File: src/rtl/acc32_stream.sv
// Streaming 32-bit accumulator: sums a valid/ready operand stream through adder32
// and presents the per-frame total. Optional saturation: define ACC32_SATURATE_EN.

module adder32 (
    input  logic [31:0] a,
    input  logic [31:0] b,
    output logic [31:0] sum,
    output logic        carry_out
);
    assign {carry_out, sum} = {1'b0, a} + {1'b0, b};
endmodule

module acc32_stream #(
    parameter int MAX_LEN = 256,
    parameter int HI_W    = 8,
    localparam int CNT_W  = $clog2(MAX_LEN + 1)
) (
    input  logic             clk,
    input  logic             rst_n,
    input  logic             in_valid,
    output logic             in_ready,
    input  logic [31:0]      in_data,
    input  logic             in_last,
    output logic             out_valid,
    input  logic             out_ready,
    output logic [31:0]      out_sum,
    output logic [HI_W-1:0]  out_hi,
    output logic [CNT_W-1:0] out_count,
    output logic             out_ovf
);
    typedef enum logic [1:0] {IDLE, ACCUM, DONE} state_t;

    state_t            state, state_nxt;
    logic [31:0]       acc_lo, acc_lo_nxt;
    logic [HI_W-1:0]   acc_hi, acc_hi_nxt;
    logic [CNT_W-1:0]  count, count_nxt;
    logic              ovf, ovf_nxt;
    logic [31:0]       add_sum;
    logic              add_carry;
    logic              accept, close, out_fire;

    adder32 u_adder (
        .a         (acc_lo),
        .b         (in_data),
        .sum       (add_sum),
        .carry_out (add_carry)
    );

    assign in_ready  = rst_n && (state != DONE);
    assign accept    = in_valid && in_ready;
    assign out_fire  = out_valid && out_ready;
    assign count_nxt = count + CNT_W'(1);
    assign close     = accept && (in_last || (count_nxt == CNT_W'(MAX_LEN)));

    always_comb begin
        acc_lo_nxt = add_sum;
        acc_hi_nxt = acc_hi;
        ovf_nxt    = ovf;
`ifdef ACC32_SATURATE_EN
        // Once saturated the low word is pinned for the remainder of the frame.
        if (ovf || add_carry) begin
            acc_lo_nxt = '1;
        end
        acc_hi_nxt = '0;
        ovf_nxt    = ovf | add_carry;
`else
        acc_hi_nxt = acc_hi + HI_W'(add_carry);
        ovf_nxt    = ovf | (add_carry && (&acc_hi));
`endif
    end

    always_ff @(posedge clk) begin
        if (!rst_n) begin
            state <= IDLE;
        end else begin
            state <= state_nxt;
        end
    end

    always_comb begin
        state_nxt = state;
        case (state)
            IDLE, ACCUM: begin
                if (accept) begin
                    state_nxt = close ? DONE : ACCUM;
                end
            end
            DONE: begin
                if (out_fire) begin
                    state_nxt = IDLE;
                end
            end
            default: state_nxt = IDLE;
        endcase
    end

    // Accept and output handshake are mutually exclusive: in_ready is low in DONE.
    always_ff @(posedge clk) begin
        if (!rst_n) begin
            acc_lo    <= '0;
            acc_hi    <= '0;
            count     <= '0;
            ovf       <= 1'b0;
            out_valid <= 1'b0;
            out_sum   <= '0;
            out_hi    <= '0;
            out_count <= '0;
            out_ovf   <= 1'b0;
        end else if (accept) begin
            acc_lo <= acc_lo_nxt;
            acc_hi <= acc_hi_nxt;
            count  <= count_nxt;
            ovf    <= ovf_nxt;
            if (close) begin
                out_valid <= 1'b1;
                out_sum   <= acc_lo_nxt;
                out_hi    <= acc_hi_nxt;
                out_count <= count_nxt;
                out_ovf   <= ovf_nxt;
            end
        end else if (out_fire) begin
            out_valid <= 1'b0;
            acc_lo    <= '0;
            acc_hi    <= '0;
            count     <= '0;
            ovf       <= 1'b0;
        end
    end
endmodule

File: config.mk
export PLATFORM = sky130hd
export DESIGN_NAME = acc32_stream
export DESIGN_NICKNAME = d
export VERILOG_FILES = /design/src/rtl/acc32_stream.sv
export SDC_FILE = /design/constraint.sdc
export NUM_CORES = 1
export LEC_CHECK = 0
export ABC_AREA = 1
export CAP_MARGIN = 10
export CORE_MARGIN = 2
export CORE_UTILIZATION = 28
export CTS_CLUSTER_DIAMETER = 120
export DETAILED_ROUTE_END_ITERATION = 10
export HOLD_SLACK_MARGIN = 0.12
export PLACE_DENSITY = 0.42
export SYNTH_ARGS = -nofsm -noshare
export SYNTH_HDL_FRONTEND = slang
export SYNTH_SLANG_ARGS = --single-unit
File: constraint.sdc
create_clock -name clk -period 7.2 [get_ports clk]
set_clock_uncertainty 0.2 [all_clocks]
set_input_delay 1.44 -clock clk [delete_from_list [all_inputs] [get_ports clk]]
set_output_delay 1.44 -clock clk [all_outputs]
set_load 0.01 [all_outputs]
* Yosys cells after proc, flatten, opt, wreduce, memory -nomap -nowiden *
Index checks and enable logic that the tools add are counted.

cells by class
  add/sub/neg operators = 3
  equal/unequal tests = 7
  muxes and demuxes = 14
  bitwise operators = 1
  reductions and logical operators = 13

operators with widths
  operator                                        count
  two-way mux 32 bit                              2
  adder 32 x 32 -> 33 bit                         1
  two-way mux 9 bit                               2
  two-way mux 8 bit                               2
  adder 9 x 1 -> 9 bit (second input constant)    1
  == test 9 bit (second input constant)           1
  adder 8 x 1 -> 8 bit                            1
  AND reduction 8 bit                             1
  two-way mux 2 bit                               3
  != test 2 bit (second input constant)           3
  AND reduction 2 bit                             3
  logical AND 1 bit                               5
  two-way mux 1 bit                               4
  case mux 2 bit (2 select lines)                 1
  == test 2 x 1 -> 1 bit (second input constant)  1
  == test 2 bit (second input constant)           1
  logical NOT 2 bit                               1
  != test 2 x 1 -> 1 bit (second input constant)  1
  nonzero test 2 bit                              1
  OR reduction 2 bit                              1
  logical OR 1 bit                                1
  OR 1 bit                                        1

word-level totals
  register bits after elaboration = 103
  input bits = 37
  output and inout bits = 52
  word-level logic and storage cells = 48

* Longest topological paths before layout *
  depth in word-level cells = 7
  gate-level depth with buffers = 17
  mapped depth without buffers = 17

* Modules after synthesis *
From an unflattened synthesis, not the netlist that was laid out.

unflattened totals
  cells, all modules = 1099
  area total of the unflattened synthesis = 6782.8 µm²

by module, submodules not included
  module        instances  cells an instance  area each (µm²)  sequential area each (µm²)
  acc32_stream  1          594                4359.2           2062.0
  adder32       1          505                2423.6           0.0

* Least setup slack after synthesis *
OpenSTA, ideal clock, no wires.

  path type = input-to-reg
  from = input port in_data[0]
  to = register out_hi[6]
  library setup time = 113 ps
  arrival time = 3486 ps
  required time = 6887 ps
  path slack = 3401 ps
  stages = 17
  path buffers = 0
  cell sequence = ha_1 > fa_1 > nand3_1 > nand3_1 > nand2_1 > nand2_1 > nand2_1 > nand2_1 > nand2_1 > nand2_1 > ha_1 > ha_1 > nand3_1 > nor2_1 > xor2_1 > nor2_1 > nor2_1

between the ends
  cells in the longest elaborated chain, start to end = 2

RTL lines
  what                     line  RTL
  start, declared          22    input logic [31:0] in_data,
  adder 32 x 32 -> 33 bit  10    assign {carry_out, sum} = {1'b0, a} + {1'b0, b};
  adder 8 x 1 -> 8 bit     67    acc_hi_nxt = acc_hi + HI_W'(add_carry);
  end signal, assigned     117   out_hi <= acc_hi_nxt;
  end, declared            27    output logic [HI_W-1:0] out_hi,

Every way passes these cells.
A chain may end at the register's enable or synchronous reset.

* Worst setup path in the final report *
  from = input port rst_n
  to = register out_count[6]

between the ends
  cells in the longest elaborated chain, start to end = 4

RTL lines
  what                           line  RTL
  start, declared                19    input logic rst_n,
  logical AND 1 bit              49    assign in_ready = rst_n && (state != DONE);
  logical AND 1 bit              50    assign accept = in_valid && in_ready;
  logical AND 1 bit              53    assign close = accept && (in_last || (count_nxt == CNT_W'(MAX_LEN)));
  AND reduction 2 bit (no line)  -
  end signal, assigned           118   out_count <= count_nxt;
  end, declared                  28    output logic [CNT_W-1:0] out_count,

Several ways; a longest one is shown, not always the timed one.

==> impl_metrics.prom <==
# TYPE chip_impl_metric gauge
chip_impl_metric{name="placed_cells_incl_taps",unit=""} 1455
chip_impl_metric{name="ys_types",unit=""} 33
chip_impl_metric{name="r2r.worst_path.cells",unit=""} 12
chip_impl_metric{name="fp.coreArea",unit="sq um"} 23500
chip_impl_info{name="layout_commonest_cell",value="nand2_1"} 1
chip_impl_metric{name="post-route-drc-count",unit=""} 0
chip_impl_metric{name="finalNetCount",unit=""} 1221
chip_impl_metric{name="synth-seq-cells",unit=""} 103
chip_impl_metric{name="drt_pre_antenna_iters",unit=""} 4
chip_impl_info{name="min_to",value="acc_lo[3]"} 1
chip_impl_metric{name="slew_headroom",unit="%"} 36.3
chip_impl_metric{name="cp_slowest_stage_delay",unit="ns"} 0.70
chip_impl_info{name="cp-end-kind",value="flop"} 1
chip_impl_metric{name="drtAntennaViolNets",unit=""} 0
chip_impl_metric{name="utilization",unit="%"} 34.6
chip_impl_metric{name="area_growth",unit="%"} 21.0
chip_impl_metric{name="regToRegSetupSlack",unit="ns"} 3.65
chip_impl_metric{name="viasPerCell",unit=""} 4.36
chip_impl_metric{name="area_of_combinational_cells_with_multiple_inputs",unit="sq um"} 3920
chip_impl_metric{name="power_leakage",unit="nW"} 4.11
chip_impl_metric{name="edff_count_synth",unit=""} 0
chip_impl_metric{name="grt_start_max_net_pins",unit=""} 58
chip_impl_metric{name="grt_remaining_overflow",unit=""} 0
chip_impl_metric{name="final_worst_path_cycle_share",unit="%"} 72.4
chip_impl_info{name="tritoncts",value="yes"} 1
chip_impl_metric{name="drt-total-wl",unit="um"} 21400
chip_impl_metric{name="power.density_cell_area",unit="nW/um^2"} 181
chip_impl_metric{name="clock_sink_count",unit=""} 103
chip_impl_metric{name="timing.final.hold_violations",unit=""} 0
chip_impl_metric{name="dp.final_hpwl",unit="um"} 15500
chip_impl_metric{name="sequential_fraction_of_the_synthesis_area",unit="%"} 30.8
chip_impl_info{name="crit_start",value="rst_n"} 1
chip_impl_metric{name="grt_antenna_before_repair",unit=""} 0
chip_impl_info{name="run_status",value="complete, no violations"} 1
chip_impl_metric{name="die_width",unit="um"} 159
chip_impl_metric{name="grt_usage",unit="%"} 17.5
chip_impl_info{name="master_of_the_slowest_instance_on_the_critical_path",value="nand4_4"} 1
chip_impl_metric{name="postSynthAreaPerCell",unit="sq um"} 6.21
chip_impl_metric{name="timing.fmax",unit="GHz"} 0.192
chip_impl_metric{name="design_area",unit="sq um"} 8110
chip_impl_metric{name="timing.critical_path.required",unit="ns"} 7.26
chip_impl_metric{name="io_buffers",unit=""} 88
chip_impl_metric{name="rows",unit=""} 56
chip_impl_metric{name="final_period_minus_worst_setup_slack",unit="ns"} 5.21
chip_impl_info{name="hold_crit_class",value="flop to flop"} 1
chip_impl_metric{name="finalNonFillerCells",unit=""} 1471
chip_impl_metric{name="n_antenna_cell",unit=""} 0
chip_impl_metric{name="fp.dieH",unit="um"} 159
chip_impl_metric{name="cts-resized-gates",unit=""} 0
chip_impl_metric{name="cts_hold_repair.buffers",unit=""} 0
chip_impl_metric{name="synth-warning-count",unit=""} 0
chip_impl_metric{name="clkSlewWorstSetupHoldPaths",unit="ns"} 0.08
chip_impl_metric{name="critPathArrivalTime",unit="ns"} 5.28
chip_impl_metric{name="cts-htree-levels",unit=""} 3
chip_impl_info{name="timing.setup.critical_path_class",value="input pin to flop"} 1
chip_impl_info{name="worstReg2RegStart",value="count[0]"} 1
chip_impl_info{name="crit_chain",value="buf_2 -> buf_4 -> inv_2 -> nor2_1 -> nand2_1 -> nor2_2 -> nand4_4 -> nand2_2 -> inv_2 -> nor2_1 -> nor2_1"} 1
chip_impl_metric{name="syn_nets",unit=""} 1153
chip_impl_metric{name="post_drt_wl_per_cell",unit="um"} 14.5
chip_impl_metric{name="postSynthCellCount",unit=""} 1079
chip_impl_metric{name="post_cts.repair.setup_buffers",unit=""} 0
chip_impl_metric{name="asyncSetResetFlopFracSynth",unit="%"} 0
chip_impl_metric{name="min_delay_path_depth",unit=""} 2
chip_impl_metric{name="dieArea",unit="sq um"} 25200
chip_impl_metric{name="holdWs",unit="ns"} 0.269
chip_impl_info{name="unrepaired_setup_endpoints_after_global_routing",value="false"} 1
chip_impl_metric{name="peakVddDrop",unit="mV"} 0.0989
chip_impl_metric{name="layout-drive-gt1-share",unit="%"} 3.04
chip_impl_metric{name="cap_violations",unit=""} 0
chip_impl_info{name="mostFrequentLayoutCells",value="396 x nand2_1, 142 x inv_1, 129 x nor2_1, 103 x dfxtp_1, 87 x clkdlybuf4s50_1"} 1
chip_impl_metric{name="regArea",unit="sq um"} 2060
chip_impl_metric{name="setup_total_negative_slack",unit="ns"} 0
chip_impl_metric{name="number_of_vias_in_the_routed_layout",unit=""} 6418
chip_impl_metric{name="num_io_pins",unit=""} 89
chip_impl_metric{name="timing.final.max_slew_violations",unit=""} 0
chip_impl_info{name="timing.rr.end",value="out_count[6]"} 1
chip_impl_metric{name="initial_core_util",unit="%"} 28.6
chip_impl_metric{name="placed_area",unit="sq um"} 7840
chip_impl_metric{name="pre_cts_slack",unit="ns"} 1.50
chip_impl_metric{name="cts_buffers",unit=""} 9
chip_impl_info{name="yosys_most_used_dff",value="dfxtp_1"} 1
chip_impl_metric{name="syn_area",unit="sq um"} 6700
chip_impl_metric{name="fillers",unit=""} 2624
chip_impl_info{name="critical_path.most_common_cell",value="nor2_1"} 1
chip_impl_info{name="holdCritStartpoint",value="acc_lo[3]"} 1
chip_impl_info{name="start_kind",value="input pin"} 1
chip_impl_metric{name="first_iter_violations",unit=""} 297
chip_impl_metric{name="grt_first_pass_wirelength",unit="um"} 34900
chip_impl_metric{name="timing.final.ws_setup",unit="ns"} 1.99
chip_impl_metric{name="worstPathMaxFanout",unit=""} 57
chip_impl_metric{name="total_power",unit="mW"} 1.47
chip_impl_metric{name="clock_latency",unit="ns"} 0.36
chip_impl_metric{name="number_of_global_route_vias_before_repair",unit=""} 6288
chip_impl_metric{name="setup_viol_count_final",unit=""} 0
chip_impl_metric{name="globalplace.congestion",unit=""} 0.853
chip_impl_metric{name="cts_max_path_buffers",unit=""} 2
chip_impl_metric{name="worst_slew_pin_slew",unit="ns"} 0.955
chip_impl_info{name="ctsRootBufferMaster",value="clkbuf_16"} 1
[synth_stat cells, drive strengths merged (7+ instances only)]
master	count	area, sq um
nand2	399	1500
ha	36	450
buf	18	106
xor2	20	183
nand3	48	250
nor2	133	509
dfxtp	103	2060
nor3	7	35.0
nand3b	49	368
inv	146	548
and2	14	87.6
a21oi	65	325
clkbuf	17	63.8
[report_power, final]
part / total (mW) / leakage [nW] / switching, mW / internal (mW)
logic: 0.358 / 3.13 / 0.221 / 0.137
registers: 0.620 / 0.840 / 0.0199 / 0.600
clock network: 0.487 / 0.139 / 0.249 / 0.239
[state kept, by name, summed over array words and instances, names as in the netlist]
signal,count
acc_hi,8
out_sum,32
state,2
out_count,9
out_ovf,1
out_valid,1
out_hi,8
acc_lo,32
ovf,1
count,9
[per-layer routing]
| metal | vias up | GRT usage, % | part of all wire (%) | wire, um |
|---|---|---|---|---|
| met4 | 0 | 3.50 | 1.1 | 232 |
| met3 | 19 | 2.98 | 2.8 | 604 |
| met5 | - | 0 | 0 | 0 |
| met2 | 83 | 28.8 | 46 | 9780 |
| li1 | 3460 | - | - | - |
| met1 | 2856 | 24.0 | 50 | 10800 |
[critical path, delay by kind of cell]
| family | cells | cell delay [ns] |
|---|---|---|
| buf+inv | 4 | 1.55 |
| simple gates | 7 | 2.21 |
[cells by family (layout without fill, tap and decap cells)]
kind of cell | count (synthesis) | count (layout) | synth area share, %
buffers and inverters | 181 | 254 | 10.7
adders and majority gates | 37 | 37 | 7.02
AOI/OAI and AO/OA | 80 | 80 | 6.53
and+or+nand+nor | 653 | 653 | 41.6
xor gates and xnor gates | 25 | 25 | 3.38
DFF | 103 | 103 | 30.8
[how the worst max path moves through the flow]
| stage | to | slack (ns) | cells past startpoint |
|---|---|---|---|
| CTS | out_count[6] | 1.89 | 11 |
| global route | out_hi[2] | 1.48 | 11 |
| global placement | out_sum[7] | 1.58 | 11 |
| floorplan | out_hi[6] | 3.40 | 17 |
| detailed placement | out_count[6] | 1.50 | 11 |
| finish | out_count[6] | 1.99 | 11 |
[final cells by class]
cell class / count / area share (%)
inverter: 146 / 6.76
clock inverter: 6 / 0.540
clock buffer: 10 / 2.82
sequential: 103 / 25.4
tap: 319 / 4.92
multi-input combinational: 795 / 48.4
timing repair buffer: 92 / 11.2
Note: power is estimated with default switching activity, not from simulation.
